<file path="config.mk">
export PLATFORM = sky130hd
export DESIGN_NAME = uart_tx_msg_scheduler_flat
export DESIGN_NICKNAME = d
export VERILOG_FILES = /design/src/rtl/uart_sched_pkg.sv /design/src/rtl/uart_tx_msg_scheduler_if.sv /design/src/rtl/rr_arbiter2.sv /design/src/rtl/uart_tx_msg_scheduler.sv /design/src/flat_wrapper.sv
export SDC_FILE = /design/constraint.sdc
export NUM_CORES = 1
export LEC_CHECK = 0
export CAP_MARGIN = 10
export CORE_AREA = 2 2 57 59
export CTS_CLUSTER_SIZE = 16
export DETAILED_ROUTE_END_ITERATION = 10
export DIE_AREA = 0 0 59 61
export PLACE_DENSITY = 0.78
export REMOVE_ABC_BUFFERS = 1
export SLEW_MARGIN = 40
export SYNTH_ARGS = -nofsm -noshare
export SYNTH_HDL_FRONTEND = slang
export SYNTH_SLANG_ARGS = --single-unit
</file>
<file path="constraint.sdc">
create_clock -name CLK -period 3.3 [get_ports CLK]
set_input_delay 0.66 -clock CLK [delete_from_list [all_inputs] [get_ports CLK]]
set_output_delay 0.66 -clock CLK [all_outputs]
set_load 0.03 [all_outputs]
</file>
<file path="src/rtl/uart_sched_pkg.sv">
// Shared constants for the UART TX message scheduler: source indices, default widths, FSM states.
// The SEND_CHK state exists only when TX_CHECKSUM_EN is defined.
package uart_sched_pkg;

  localparam int DEFAULT_DATA_WIDTH = 8;
  localparam int DEFAULT_ALU_WIDTH  = 2 * DEFAULT_DATA_WIDTH;

  localparam int SRC_RF  = 0;
  localparam int SRC_ALU = 1;

  // Three bits leave room for illegal encodings, which the FSM folds back to IDLE.
  typedef enum logic [2:0] {
    ST_IDLE        = 3'd0,
    ST_SEND_RF     = 3'd1,
    ST_SEND_ALU_LO = 3'd2,
    ST_SEND_ALU_HI = 3'd3
`ifdef TX_CHECKSUM_EN
    ,
    ST_SEND_CHK    = 3'd4
`endif
  } sched_state_t;

endpackage

</file>
<file path="src/rtl/uart_tx_msg_scheduler_if.sv">
// Request/FIFO-write bundle of the UART TX message scheduler.
// master = scheduler side, slave = requesters plus TX FIFO write side.
interface uart_tx_msg_scheduler_if #(
  parameter int DATA_WIDTH = 8,
  parameter int ALU_WIDTH  = 16
);
  logic [DATA_WIDTH-1:0] RF_RD_DATA;
  logic                  RF_RD_VALID;
  logic [ALU_WIDTH-1:0]  ALU_OUT;
  logic                  ALU_OUT_VALID;
  logic                  FIFO_FULL;
  logic [DATA_WIDTH-1:0] WR_DATA;
  logic                  WR_INC;
  logic                  BUSY;
  logic [1:0]            OVR_ERR;

  modport master (
    input  RF_RD_DATA, RF_RD_VALID, ALU_OUT, ALU_OUT_VALID, FIFO_FULL,
    output WR_DATA, WR_INC, BUSY, OVR_ERR
  );

  modport slave (
    output RF_RD_DATA, RF_RD_VALID, ALU_OUT, ALU_OUT_VALID, FIFO_FULL,
    input  WR_DATA, WR_INC, BUSY, OVR_ERR
  );
endinterface

</file>
<file path="src/rtl/rr_arbiter2.sv">
// Two-request round-robin arbiter. On contention the source opposite last_grant wins;
// last_grant only moves when the accept strobe is pulsed.
module rr_arbiter2
  import uart_sched_pkg::*;
(
  input  logic       clk,
  input  logic       rst_n,
  input  logic [1:0] req,
  input  logic       accept,
  output logic [1:0] grant
);

  logic last_grant_q;
  logic last_grant_d;

  always_comb begin
    grant = req;
    if (req == 2'b11) begin
      grant = (last_grant_q == 1'(SRC_RF)) ? 2'b10 : 2'b01;
    end
  end

  always_comb begin
    last_grant_d = last_grant_q;
    if (accept) begin
      last_grant_d = grant[SRC_ALU];
    end
  end

  // Reset to ALU so RF wins the first tie.
  always_ff @(posedge clk or negedge rst_n) begin
    if (!rst_n) begin
      last_grant_q <= 1'(SRC_ALU);
    end else begin
      last_grant_q <= last_grant_d;
    end
  end

endmodule

</file>
<file path="src/rtl/uart_tx_msg_scheduler.sv">
// Merges 1-byte RF reads and 2-byte ALU results into the TX FIFO write port, round-robin,
// throttled by FIFO_FULL. Define TX_CHECKSUM_EN to append an XOR checksum byte per message.
module uart_tx_msg_scheduler
  import uart_sched_pkg::*;
#(
  parameter int DATA_WIDTH = DEFAULT_DATA_WIDTH,
  parameter int ALU_WIDTH  = 2 * DATA_WIDTH
) (
  input  logic                       CLK,
  input  logic                       RST,
  uart_tx_msg_scheduler_if.master    bus
);

  sched_state_t          state_q, state_d;
  logic [DATA_WIDTH-1:0] rf_buf_q, rf_buf_d;
  logic [ALU_WIDTH-1:0]  alu_buf_q, alu_buf_d;
  logic                  rf_pend_q, rf_pend_d;
  logic                  alu_pend_q, alu_pend_d;
  logic [1:0]            ovr_q, ovr_d;
`ifdef TX_CHECKSUM_EN
  logic                  cur_src_q, cur_src_d;
`endif

  logic [DATA_WIDTH-1:0] wr_data;
  logic                  wr_inc;
  logic                  busy;
  logic                  rf_last;
  logic                  alu_last;
  logic                  accept;
  logic [1:0]            grant;

`ifdef TX_CHECKSUM_EN
  function automatic logic [DATA_WIDTH-1:0] alu_checksum(input logic [ALU_WIDTH-1:0] w);
    return w[DATA_WIDTH-1:0] ^ w[ALU_WIDTH-1:DATA_WIDTH];
  endfunction
`endif

  rr_arbiter2 u_arb (
    .clk    (CLK),
    .rst_n  (RST),
    .req    ({alu_pend_q, rf_pend_q}),
    .accept (accept),
    .grant  (grant)
  );

  // Sequencer: byte mux, write strobe and end-of-message detection.
  always_comb begin
    state_d  = state_q;
    wr_inc   = 1'b0;
    wr_data  = '0;
    busy     = 1'b0;
    rf_last  = 1'b0;
    alu_last = 1'b0;
    accept   = 1'b0;
`ifdef TX_CHECKSUM_EN
    cur_src_d = cur_src_q;
`endif
    case (state_q)
      ST_IDLE: begin
        accept = rf_pend_q & alu_pend_q;
        if (grant[SRC_RF]) begin
          state_d = ST_SEND_RF;
`ifdef TX_CHECKSUM_EN
          cur_src_d = 1'(SRC_RF);
`endif
        end else if (grant[SRC_ALU]) begin
          state_d = ST_SEND_ALU_LO;
`ifdef TX_CHECKSUM_EN
          cur_src_d = 1'(SRC_ALU);
`endif
        end
      end
      ST_SEND_RF: begin
        busy    = 1'b1;
        wr_inc  = !bus.FIFO_FULL;
        wr_data = rf_buf_q;
        if (wr_inc) begin
`ifdef TX_CHECKSUM_EN
          state_d = ST_SEND_CHK;
`else
          state_d = ST_IDLE;
          rf_last = 1'b1;
`endif
        end
      end
      ST_SEND_ALU_LO: begin
        busy    = 1'b1;
        wr_inc  = !bus.FIFO_FULL;
        wr_data = alu_buf_q[DATA_WIDTH-1:0];
        if (wr_inc) begin
          state_d = ST_SEND_ALU_HI;
        end
      end
      ST_SEND_ALU_HI: begin
        busy    = 1'b1;
        wr_inc  = !bus.FIFO_FULL;
        wr_data = alu_buf_q[ALU_WIDTH-1:DATA_WIDTH];
        if (wr_inc) begin
`ifdef TX_CHECKSUM_EN
          state_d = ST_SEND_CHK;
`else
          state_d  = ST_IDLE;
          alu_last = 1'b1;
`endif
        end
      end
`ifdef TX_CHECKSUM_EN
      ST_SEND_CHK: begin
        busy    = 1'b1;
        wr_inc  = !bus.FIFO_FULL;
        wr_data = (cur_src_q == 1'(SRC_RF)) ? rf_buf_q : alu_checksum(alu_buf_q);
        if (wr_inc) begin
          state_d  = ST_IDLE;
          rf_last  = (cur_src_q == 1'(SRC_RF));
          alu_last = (cur_src_q == 1'(SRC_ALU));
        end
      end
`endif
      default: state_d = ST_IDLE;
    endcase
  end

  // Capture: a pulse that lands on its own message's final write is accepted, not dropped.
  always_comb begin
    rf_buf_d   = rf_buf_q;
    rf_pend_d  = rf_pend_q;
    alu_buf_d  = alu_buf_q;
    alu_pend_d = alu_pend_q;
    ovr_d      = '0;
    if (bus.RF_RD_VALID) begin
      if (rf_pend_q && !rf_last) begin
        ovr_d[SRC_RF] = 1'b1;
      end else begin
        rf_buf_d  = bus.RF_RD_DATA;
        rf_pend_d = 1'b1;
      end
    end else if (rf_last) begin
      rf_pend_d = 1'b0;
    end
    if (bus.ALU_OUT_VALID) begin
      if (alu_pend_q && !alu_last) begin
        ovr_d[SRC_ALU] = 1'b1;
      end else begin
        alu_buf_d  = bus.ALU_OUT;
        alu_pend_d = 1'b1;
      end
    end else if (alu_last) begin
      alu_pend_d = 1'b0;
    end
  end

  always_ff @(posedge CLK or negedge RST) begin
    if (!RST) begin
      state_q    <= ST_IDLE;
      rf_buf_q   <= '0;
      alu_buf_q  <= '0;
      rf_pend_q  <= 1'b0;
      alu_pend_q <= 1'b0;
      ovr_q      <= '0;
`ifdef TX_CHECKSUM_EN
      cur_src_q  <= 1'b0;
`endif
    end else begin
      state_q    <= state_d;
      rf_buf_q   <= rf_buf_d;
      alu_buf_q  <= alu_buf_d;
      rf_pend_q  <= rf_pend_d;
      alu_pend_q <= alu_pend_d;
      ovr_q      <= ovr_d;
`ifdef TX_CHECKSUM_EN
      cur_src_q  <= cur_src_d;
`endif
    end
  end

  assign bus.WR_DATA = wr_data;
  assign bus.WR_INC  = wr_inc;
  assign bus.BUSY    = busy;
  assign bus.OVR_ERR = ovr_q;

endmodule
</file>
<file path="src/flat_wrapper.sv">
// flat-port wrapper written by rule: the top's interface ports become plain ports
module uart_tx_msg_scheduler_flat import uart_sched_pkg::*;
#(
  parameter int DATA_WIDTH = DEFAULT_DATA_WIDTH,
  parameter int ALU_WIDTH  = 2 * DATA_WIDTH
)
  (CLK, RST, bus_RF_RD_DATA, bus_RF_RD_VALID, bus_ALU_OUT, bus_ALU_OUT_VALID, bus_FIFO_FULL, bus_WR_DATA, bus_WR_INC, bus_BUSY, bus_OVR_ERR);
  uart_tx_msg_scheduler_if #(.DATA_WIDTH(DATA_WIDTH), .ALU_WIDTH(ALU_WIDTH)) bus_i ();
  input  logic CLK;
  input  logic RST;
  input wire logic [$bits(bus_i.RF_RD_DATA)-1:0] bus_RF_RD_DATA;
  input wire logic [$bits(bus_i.RF_RD_VALID)-1:0] bus_RF_RD_VALID;
  input wire logic [$bits(bus_i.ALU_OUT)-1:0] bus_ALU_OUT;
  input wire logic [$bits(bus_i.ALU_OUT_VALID)-1:0] bus_ALU_OUT_VALID;
  input wire logic [$bits(bus_i.FIFO_FULL)-1:0] bus_FIFO_FULL;
  output wire logic [$bits(bus_i.WR_DATA)-1:0] bus_WR_DATA;
  output wire logic [$bits(bus_i.WR_INC)-1:0] bus_WR_INC;
  output wire logic [$bits(bus_i.BUSY)-1:0] bus_BUSY;
  output wire logic [$bits(bus_i.OVR_ERR)-1:0] bus_OVR_ERR;
  assign bus_i.RF_RD_DATA = bus_RF_RD_DATA;
  assign bus_i.RF_RD_VALID = bus_RF_RD_VALID;
  assign bus_i.ALU_OUT = bus_ALU_OUT;
  assign bus_i.ALU_OUT_VALID = bus_ALU_OUT_VALID;
  assign bus_i.FIFO_FULL = bus_FIFO_FULL;
  assign bus_WR_DATA = bus_i.WR_DATA;
  assign bus_WR_INC = bus_i.WR_INC;
  assign bus_BUSY = bus_i.BUSY;
  assign bus_OVR_ERR = bus_i.OVR_ERR;
  uart_tx_msg_scheduler #(.DATA_WIDTH(DATA_WIDTH), .ALU_WIDTH(ALU_WIDTH)) u_core (.CLK(CLK), .RST(RST), .bus(bus_i));
endmodule
</file>
Word level (Yosys, flattened, before mapping)
Index checks and enable logic that the tools add are counted.
{"block": "word_totals", "input_bits": 29, "word_cells": 58, "reg_bits": 32, "out_inout_bits": 12}
{"block": "classes", "mux": 24, "bitwise_logic": 3, "reduce_logical": 15, "eq_ne": 9}
{"cell": "$pmux W8 S3", "count": 1}
{"cell": "$mux W1", "count": 16}
{"cell": "$mux W3", "count": 4}
{"cell": "$pmux W3 S3", "count": 1}
{"cell": "$ne A2 B2 Y1 const B", "count": 4}
{"cell": "$reduce_and A2 Y1", "count": 4}
{"cell": "$eq A3 B2 Y1 const B", "count": 2}
{"cell": "$mux W2", "count": 2}
{"cell": "$reduce_bool A2 Y1", "count": 2}
{"cell": "$eq A3 B1 Y1 const B", "count": 1}
{"cell": "$logic_not A1 Y1", "count": 3}
{"cell": "$logic_not A3 Y1", "count": 1}
{"cell": "$ne A3 B1 Y1 const B", "count": 1}
{"cell": "$reduce_and A3 Y1", "count": 1}
{"cell": "$reduce_or A3 Y1", "count": 1}
{"cell": "$eq A2 B2 Y1 const B", "count": 1}
{"cell": "$logic_and A1 B1 Y1", "count": 2}
{"cell": "$not A1 Y1", "count": 2}
{"cell": "$reduce_or A2 Y1", "count": 1}
{"cell": "$and A1 B1 Y1", "count": 1}

Longest topological paths before layout
Gate-level depths: netlist (run 1).
{"block": "depth", "depth_word": 6, "mapped_depth": 5, "mapped_depth_nobuf": 3}

Hierarchy
Synthesis (run 1) repeated with hierarchy kept, for this count alone.
{"block": "unflattened", "hier_cells": 103, "area_unflattened_um2": 1452.6}
{"module": "uart_tx_msg_scheduler", "seq_area_each_um2": 750.7, "n_inst": 1, "cells_per_inst": 98, "area_each_um2": 1388.8}
{"module": "rr_arbiter2", "seq_area_each_um2": 26.3, "n_inst": 1, "cells_per_inst": 5, "area_each_um2": 63.8}

Worst setup path before layout (run 1)
Ideal clock, no wire load.
{"block": "synth_timing", "kind": "register to output", "start": "register u_core.state_q[0]", "end": "output port bus_WR_DATA[0]", "path_buffers": 1, "t_required_ns": 2.640, "arrival_ns": 1.257, "path_stages_with_launch": 4, "setup_slack_ns": 1.383, "path_cell_list": "dfrtp_1 buf_2 mux2_2 a22o_1"}
{"block": "synth_via", "elab_chain_len": 2, "word_cells_on_any_way": 4, "classes_between": "eq/ne: 3; mux: 1"}
{"item": "start, declared", "line": "uart_tx_msg_scheduler.sv:14", "source": "sched_state_t state_q, state_d;"}
{"item": "start signal, assigned", "line": "uart_tx_msg_scheduler.sv:164", "source": "state_q <= state_d;"}
{"item": "$eq A3 B2 Y1 or $eq A3 B1 Y1 (tied branches)", "line": "uart_tx_msg_scheduler.sv:58", "source": "case (state_q)"}
{"item": "$pmux W8 S3 (*)", "line": "uart_tx_msg_scheduler.sv:58"}
{"item": "end, declared", "line": "flat_wrapper.sv:16", "source": "output wire logic [$bits(bus_i.WR_DATA)-1:0] bus_WR_DATA;"}
Mark *: on every way between the ends. The rest lies on a longest branch, timed or not.

Worst setup path after layout (run 1)
{"block": "layout_timing", "start": "register u_core.state_q[0]", "end": "output port bus_WR_DATA[2]"}
Same word-level chain as after synthesis.

==> impl_metrics.tcl, run 1 <==
set metrics [dict create \
    status "complete, no violations" \
    dp.cells 173 \
    top_usage_layer "met2" \
    drv_cap 0 \
    grt_pass1_vias 1056 \
    grt_pass1_wl_um 4712 \
    synth.distinct_cells 25 \
    drive_gt1_frac 0.3108 \
    cpPeakStageDelay_ns 0.72 \
    crit_chain "inv_1 -> nor2_1 -> buf_4 -> a22o_1 -> clkdlybuf4s50_1" \
    setup_viol 0 \
    drc_errors 0 \
    cp.required_ns 2.64 \
    synth_top_family_by_area "multiplexers" \
    power_density_nw_per_um2 1028 \
    cts_tree "yes" \
    place_ws_ns 0.6552 \
    core_area_um2 2953 \
    maxSlewViolCount 0 \
    drt_iter0_drc 12 \
    grt_max_degree 32 \
    gp_congestion 0.6878 \
    period_minus_slack_ns 2.991 \
    diodes 0 \
    max_slew_margin 0.5326 \
    finalHoldViolCount 0 \
    cp-start-kind "flip-flop" \
    routed_via_density 5.326 \
    cts_sinks 31 \
    yosysTopAreaCell "dfrtp_1" \
    fin_total_pwr_mw 2.016 \
    synthCells 102 \
    grt_overflow_total 0 \
    portBuffers 40 \
    cp_num_buf_inv 3 \
    clk_pin_slew_ns 0.10 \
    end_kind "output port" \
    ctsRootBufferMaster "clkbuf_4" \
    drt_wl_total_um 2856 \
    synth-seq-area-share 0.5363 \
    ys_warn_count 0 \
    synth-xor-area-share 0.006045 \
    ys_ff_latch 31 \
    synthTopCellsByArea "dfrtp_1 (52%), mux2_2 (17%), mux2_4 (10%)" \
    clk_latency_ns 0.34 \
    clock_path_buffers 2 \
    grt_use_total 0.1837 \
    path_class "reg2out" \
    cts_made_buffers 5 \
    avgSynthCellArea_um2 14.20 \
    peakVddDrop_mv 0.4309 \
    synth-compound-area-share 0.09585 \
    cts-resized-gates 0 \
    critPathMaxFanout 14 \
    power.leakage_nw 0.8704 \
    worstHoldStart "u_core.alu_buf_q[4]$_DFFE_PN0P_" \
    hold_class "reg2reg" \
    synth_fa_ha_area_frac 0 \
    areaGrowthSynthToFinish_pct 35.32 \
    hold_buffers 0 \
    grtUsageMet1 0.2033 \
    rows 20 \
    synthSimpleGateAreaFrac 0.05009 \
    fill_cells 251 \
    fin_crit_sh 0.9063 \
    htreeDepth 2 \
    tns_ns 0 \
    start_util 0.4907 \
    rsz0062_at_grt "no" \
    grt_use_met3 0.05330 \
    die_area_um2 3599 \
    die_w_um 59 \
    drtPass1Iterations 4 \
    synth_top_area_frac 0.5181 \
    rr_startpoint "u_core.state_q[1]$_DFFE_PN0P_" \
    synth_area_um2 1449 \
    cp-startpoint "u_core.state_q[0]$_DFFE_PN0P_" \
    muxShareOfSynthArea 0.2746 \
    die_h_um 61 \
    drt.antenna.violating_nets 0 \
    wl_per_cell_um 15.78 \
    dp_hpwl_um 1972 \
    worstPathArrival_ns 2.33 \
    use_met2 0.3270 \
    fmax_mhz 334.4 \
    final-instance-count-excl-fill 181 \
    worst_slack_ns 0.3092 \
    antenna_found_initial 0 \
    tightest_slew_ns 0.6994 \
    crit_family "buffers and inverters" \
    skew_ns 0.003583 \
    vias 964 \
    layout.nets 176 \
    cp_slowest_cell "dfrtp_1" \
    postCtsSetupRepairBufs 0 \
    io_pins 41 \
]
-- layout make-up --
| class | instances | area [µm²] | share of cell area |
|---|---|---|---|
| Sequential cell | 31 | 777.0 | 0.3963 |
| Multi-Input combinational cell | 61 | 618.1 | 0.3153 |
| Timing Repair Buffer | 42 | 415.4 | 0.2119 |
| Clock buffer | 6 | 51.30 | 0.02616 |
| Tap cell | 33 | 41.29 | 0.02106 |
| Clock inverter | 2 | 35.03 | 0.01787 |
| Inverter | 6 | 22.52 | 0.01149 |
-- sequential cells by signal (all words and copies together) (netlist names) --
name / cells
u_core.alu_pend_q: 1
u_core.rf_pend_q: 1
u_core.bus.OVR_ERR: 2
u_core.u_arb.last_grant_q: 1
u_core.state_q: 2
u_core.alu_buf_q: 16
u_core.rf_buf_q: 8
-- Yosys cell counts --
master and n:
a211o_1 1, a21boi_0 1, a21boi_4 1, a21o_1 1, a21oi_1 1, a22o_1 8
and3_1 2, buf_2 1, buf_4 1, buf_8 1, clkbuf_1 1, dfrtp_1 30
dfstp_2 1, inv_1 6, mux2_2 22, mux2_4 10, nand2_1 3, nand2b_1 1
nand3b_4 1, nor2_1 4, nor3b_1 1, o211ai_1 1, o21ai_0 1, o21ai_2 1
xnor2_1 1
-- report_power, final --
group          leakage [nW]  switching [mW]  internal, mW
clock network        0.0482           0.135         0.179
registers             0.360           0.152         0.565
logic                 0.462           0.433         0.553
total                 0.870           0.719          1.30
-- through the flow --
step / util / hold WS, ns / instance area [µm²]
floorplan: - / 0.3644 / 1418
global placement: 0.6347 / 0.4870 / 1874
detailed placement: 0.6347 / 0.4912 / 1874
CTS: 0.6640 / 0.5162 / 1961
global route: 0.6640 / 0.5374 / 1961
finish: 0.6640 / 0.5105 / 1961
-- final timing paths --
kind                                                          to  slack (ns)  cells after the start
setup / recovery                                  bus_WR_DATA[2]        0.31                      5
hold / removal                   u_core.alu_buf_q[4]$_DFFE_PN0P_        0.51                      1
setup reg to reg                 u_core.alu_buf_q[5]$_DFFE_PN0P_        1.28                      3
hold reg to reg                  u_core.alu_buf_q[4]$_DFFE_PN0P_        0.51                      1
max in group asynchronous  u_core.u_arb.last_grant_q$_DFFE_PN1P_        2.28                      2
min in group asynchronous        u_core.alu_buf_q[9]$_DFFE_PN0P_        0.70                      2
-- logic make-up (layout without fill, tap and decap cells) --
logic type / Yosys count / count (layout)
muxes: 32 / 32
DFF: 31 / 31
AOI/OAI and AO/OA: 16 / 16
and+or+nand+nor: 12 / 12
buffers and inverters: 10 / 56
xor gates and xnor gates: 1 / 1
-- routing by layer --
| layer | routed length, µm | share of wire |
|---|---|---|
| met2 | 1424 | 0.50 |
| met1 | 1224 | 0.43 |
| met3 | 149 | 0.052 |
| met5 | 0 | 0 |
| met4 | 57 | 0.020 |
-- layout by cell type, fill, tap and decap left out, types with 2 or more instances in the layout --
master,count
dfrtp_1,30
mux2_4,10
clkdlybuf4s50_1,40
nor2_1,4
and3_1,2
a22o_1,8
nand2_1,3
inv_1,6
buf_4,2
clkbuf_4,5
mux2_2,22
(Power assumes the default switching activity.)
==> run 2: changes to the inputs <==
CORE_AREA = 2 2 60 57   (was 2 2 57 59)
DIE_AREA = 0 0 62 59   (was 0 0 59 61)
PLACE_DENSITY = 0.77   (was 0.78)
==> run 2 against run 1 <==
- clock skew is essentially flat
- sequential power shrank 8.5%
- global-route usage grew 0.25 points
- power shrank 4.2%
- cell count grew 6.1%
- flip-flop and latch count is the same
- register-to-register slack gained 0.21 ns
- clock-buffer cell count shrank 1
- non-clock buffer count grew 2
==> impl_metrics.tcl, run 2 (synthesized netlist as in run 1, its figures left out) <==
set metrics [dict create \
    status "complete, no violations" \
    vias 984 \
    wl_per_cell_um 14.82 \
    top_regs "u_core.alu_buf_q (16), u_core.rf_buf_q (8)" \
    cp_slowest_cell "clkdlybuf4s50_1" \
    whs_path_depth 1 \
    mostFrequentLayoutCells "clkdlybuf4s50_1 (40), dfrtp_1 (30), mux2_2 (22)" \
    tightest_slew_ns 0.7088 \
    period_minus_slack_ns 2.735 \
    largest_reg_flops 16 \
    drc_errors 0 \
    crit_family "buffers and inverters" \
    rows 19 \
    drt_iter0_drc 9 \
    grt_overflow_total 0 \
    worstPathArrival_ns 2.07 \
    cts_tree "yes" \
    holdPathEnd "u_core.alu_buf_q[5]$_DFFE_PN0P_" \
    rsz0062_at_grt "no" \
    drive_gt1_frac 0.3200 \
    power.leakage_nw 0.8664 \
    postCtsSetupRepairBufs 0 \
    fin_crit_sh 0.8287 \
    cpPeakStageDelay_ns 0.59 \
    cp_num_buf_inv 2 \
    die_area_um2 3658 \
    critPathMaxFanout 13 \
    drtPass1Iterations 3 \
    routed_via_density 5.125 \
    maxSlewViolCount 0 \
    layout.nets 178 \
    rr_worst_depth 4 \
    end_kind "output port" \
    cp-start-kind "flip-flop" \
    cts_made_buffers 5 \
    top_register "u_core.alu_buf_q" \
    portBuffers 40 \
    cts-resized-gates 0 \
    max_slew_margin 0.5263 \
    power_density_nw_per_um2 988.8 \
    netSwitchingPower_mw 0.7166 \
    areaGrowthSynthToFinish_pct 34.80 \
    worstHoldStart "u_core.alu_buf_q[5]$_DFFE_PN0P_" \
    die_w_um 62 \
    cp.required_ns 2.64 \
    cts_sinks 31 \
    grt_max_degree 32 \
    peakVddDrop_mv 0.4382 \
    clk_latency_ns 0.32 \
    p_sw_frac 0.3711 \
    wl_met1_um 1294 \
    clk_pin_slew_ns 0.09 \
    setup_viol 0 \
    fin_total_pwr_mw 1.931 \
    power.share.sequential 0.340 \
    skew_ns 0.004025 \
    rr_startpoint "u_core.state_q[0]$_DFFE_PN0P_" \
    grt_pass1_vias 1060 \
    final_common_cell "clkdlybuf4s50_1" \
    io_pins 41 \
    hold_class "reg2reg" \
    diodes 0 \
    combPwrFrac 0.553 \
    finalHoldViolCount 0 \
    fmax_mhz 365.7 \
    grt_use_total 0.1863 \
    gp_congestion 0.7493 \
    p_int_mw 1.215 \
    multiInputGateArea_um2 618.1 \
    wl_met3_um 188 \
    reg2reg_to "u_core.alu_buf_q[1]$_DFFE_PN0P_" \
    drt_wl_total_um 2846 \
    ctsRootBufferMaster "clkbuf_4" \
    fill_cells 249 \
    topRoutingLayerUsed "met4" \
    grt_pass1_wl_um 4816 \
    worst-r2r-setup-slack_ns 1.49 \
    route.met2.wl_um 1324 \
    core_area_um2 2972 \
    hold_buffers 0 \
    start_util 0.4876 \
    regArea_um2 777.0 \
    htreeDepth 2 \
    p_clk_frac 0.107 \
    antenna_found_initial 0 \
    drv_cap 0 \
    clock_path_buffers 2 \
    die_h_um 59 \
    crit_chain "buf_4 -> mux2_2 -> a22o_1 -> clkdlybuf4s50_1" \
    path_class "reg2out" \
    tns_ns 0 \
    drt.antenna.violating_nets 0 \
    dp_hpwl_um 1997 \
]
[run 2: per-layer routing]
layer | vias up | track usage
met3 | 4 | 0.04367
met4 | 0 | 0.08207
li1 | 454 | -
met5 | - | 0
met2 | 29 | 0.3065
met1 | 497 | 0.2302
[run 2: area by class of cell]
| cell class | instances | share of cell area |
|---|---|---|
| inverter | 6 | 0.01153 |
| tap | 42 | 0.02691 |
| sequential | 31 | 0.3978 |
| multi-input combinational | 61 | 0.3165 |
| clock buffer | 5 | 0.01922 |
| clock inverter | 3 | 0.007687 |
| timing repair buffer | 44 | 0.2204 |
[run 2: worst max path at each step]
stage,slack (ns),startpoint,endpoint,depth (start not counted)
after floorplan,1.28,u_core.state_q[0]$_DFFE_PN0P_,bus_WR_DATA[0],3
after global placement,0.72,bus_FIFO_FULL,bus_WR_INC,3
after detailed placement,0.70,bus_FIFO_FULL,bus_WR_INC,3
after CTS,0.54,u_core.state_q[0]$_DFFE_PN0P_,bus_WR_DATA[5],5
after global routing,0.44,u_core.state_q[1]$_DFFE_PN0P_,bus_WR_DATA[5],4
final,0.57,u_core.state_q[0]$_DFFE_PN0P_,bus_WR_DATA[6],4
[run 2: power groups by stage]
stage	combinational, mW	clock (mW)	sequential (mW)
floorplan	0.684	0	0.690
global placement	1.06	0	0.651
detailed placement	1.08	0	0.665
CTS	1.08	0.215	0.656
global route	1.15	0.235	0.680
finish	1.07	0.207	0.656
[run 2: metrics by stage]
step	hold slack (ns)	worst slack (ns)	area [µm²]	std cells	utilization
2_1_floorplan	0.3644	1.281	1418	98	-
3_3_place_gp	0.4854	0.7194	1901	184	0.6396
3_5_place_dp	0.4936	0.7032	1901	184	0.6396
4_1_cts	0.5183	0.5354	1953	192	0.6573
5_1_grt	0.5343	0.4401	1953	192	0.6573
6_report	0.5124	0.5652	1953	192	0.6573
[run 2: worst reg2reg max path, stage by stage, from the launching register on]
cell and delay [ns]:
dfrtp_1 0.36, buf_4 0.23, nand3b_4 0.12, a21boi_4 0.59
mux2_2 0.41
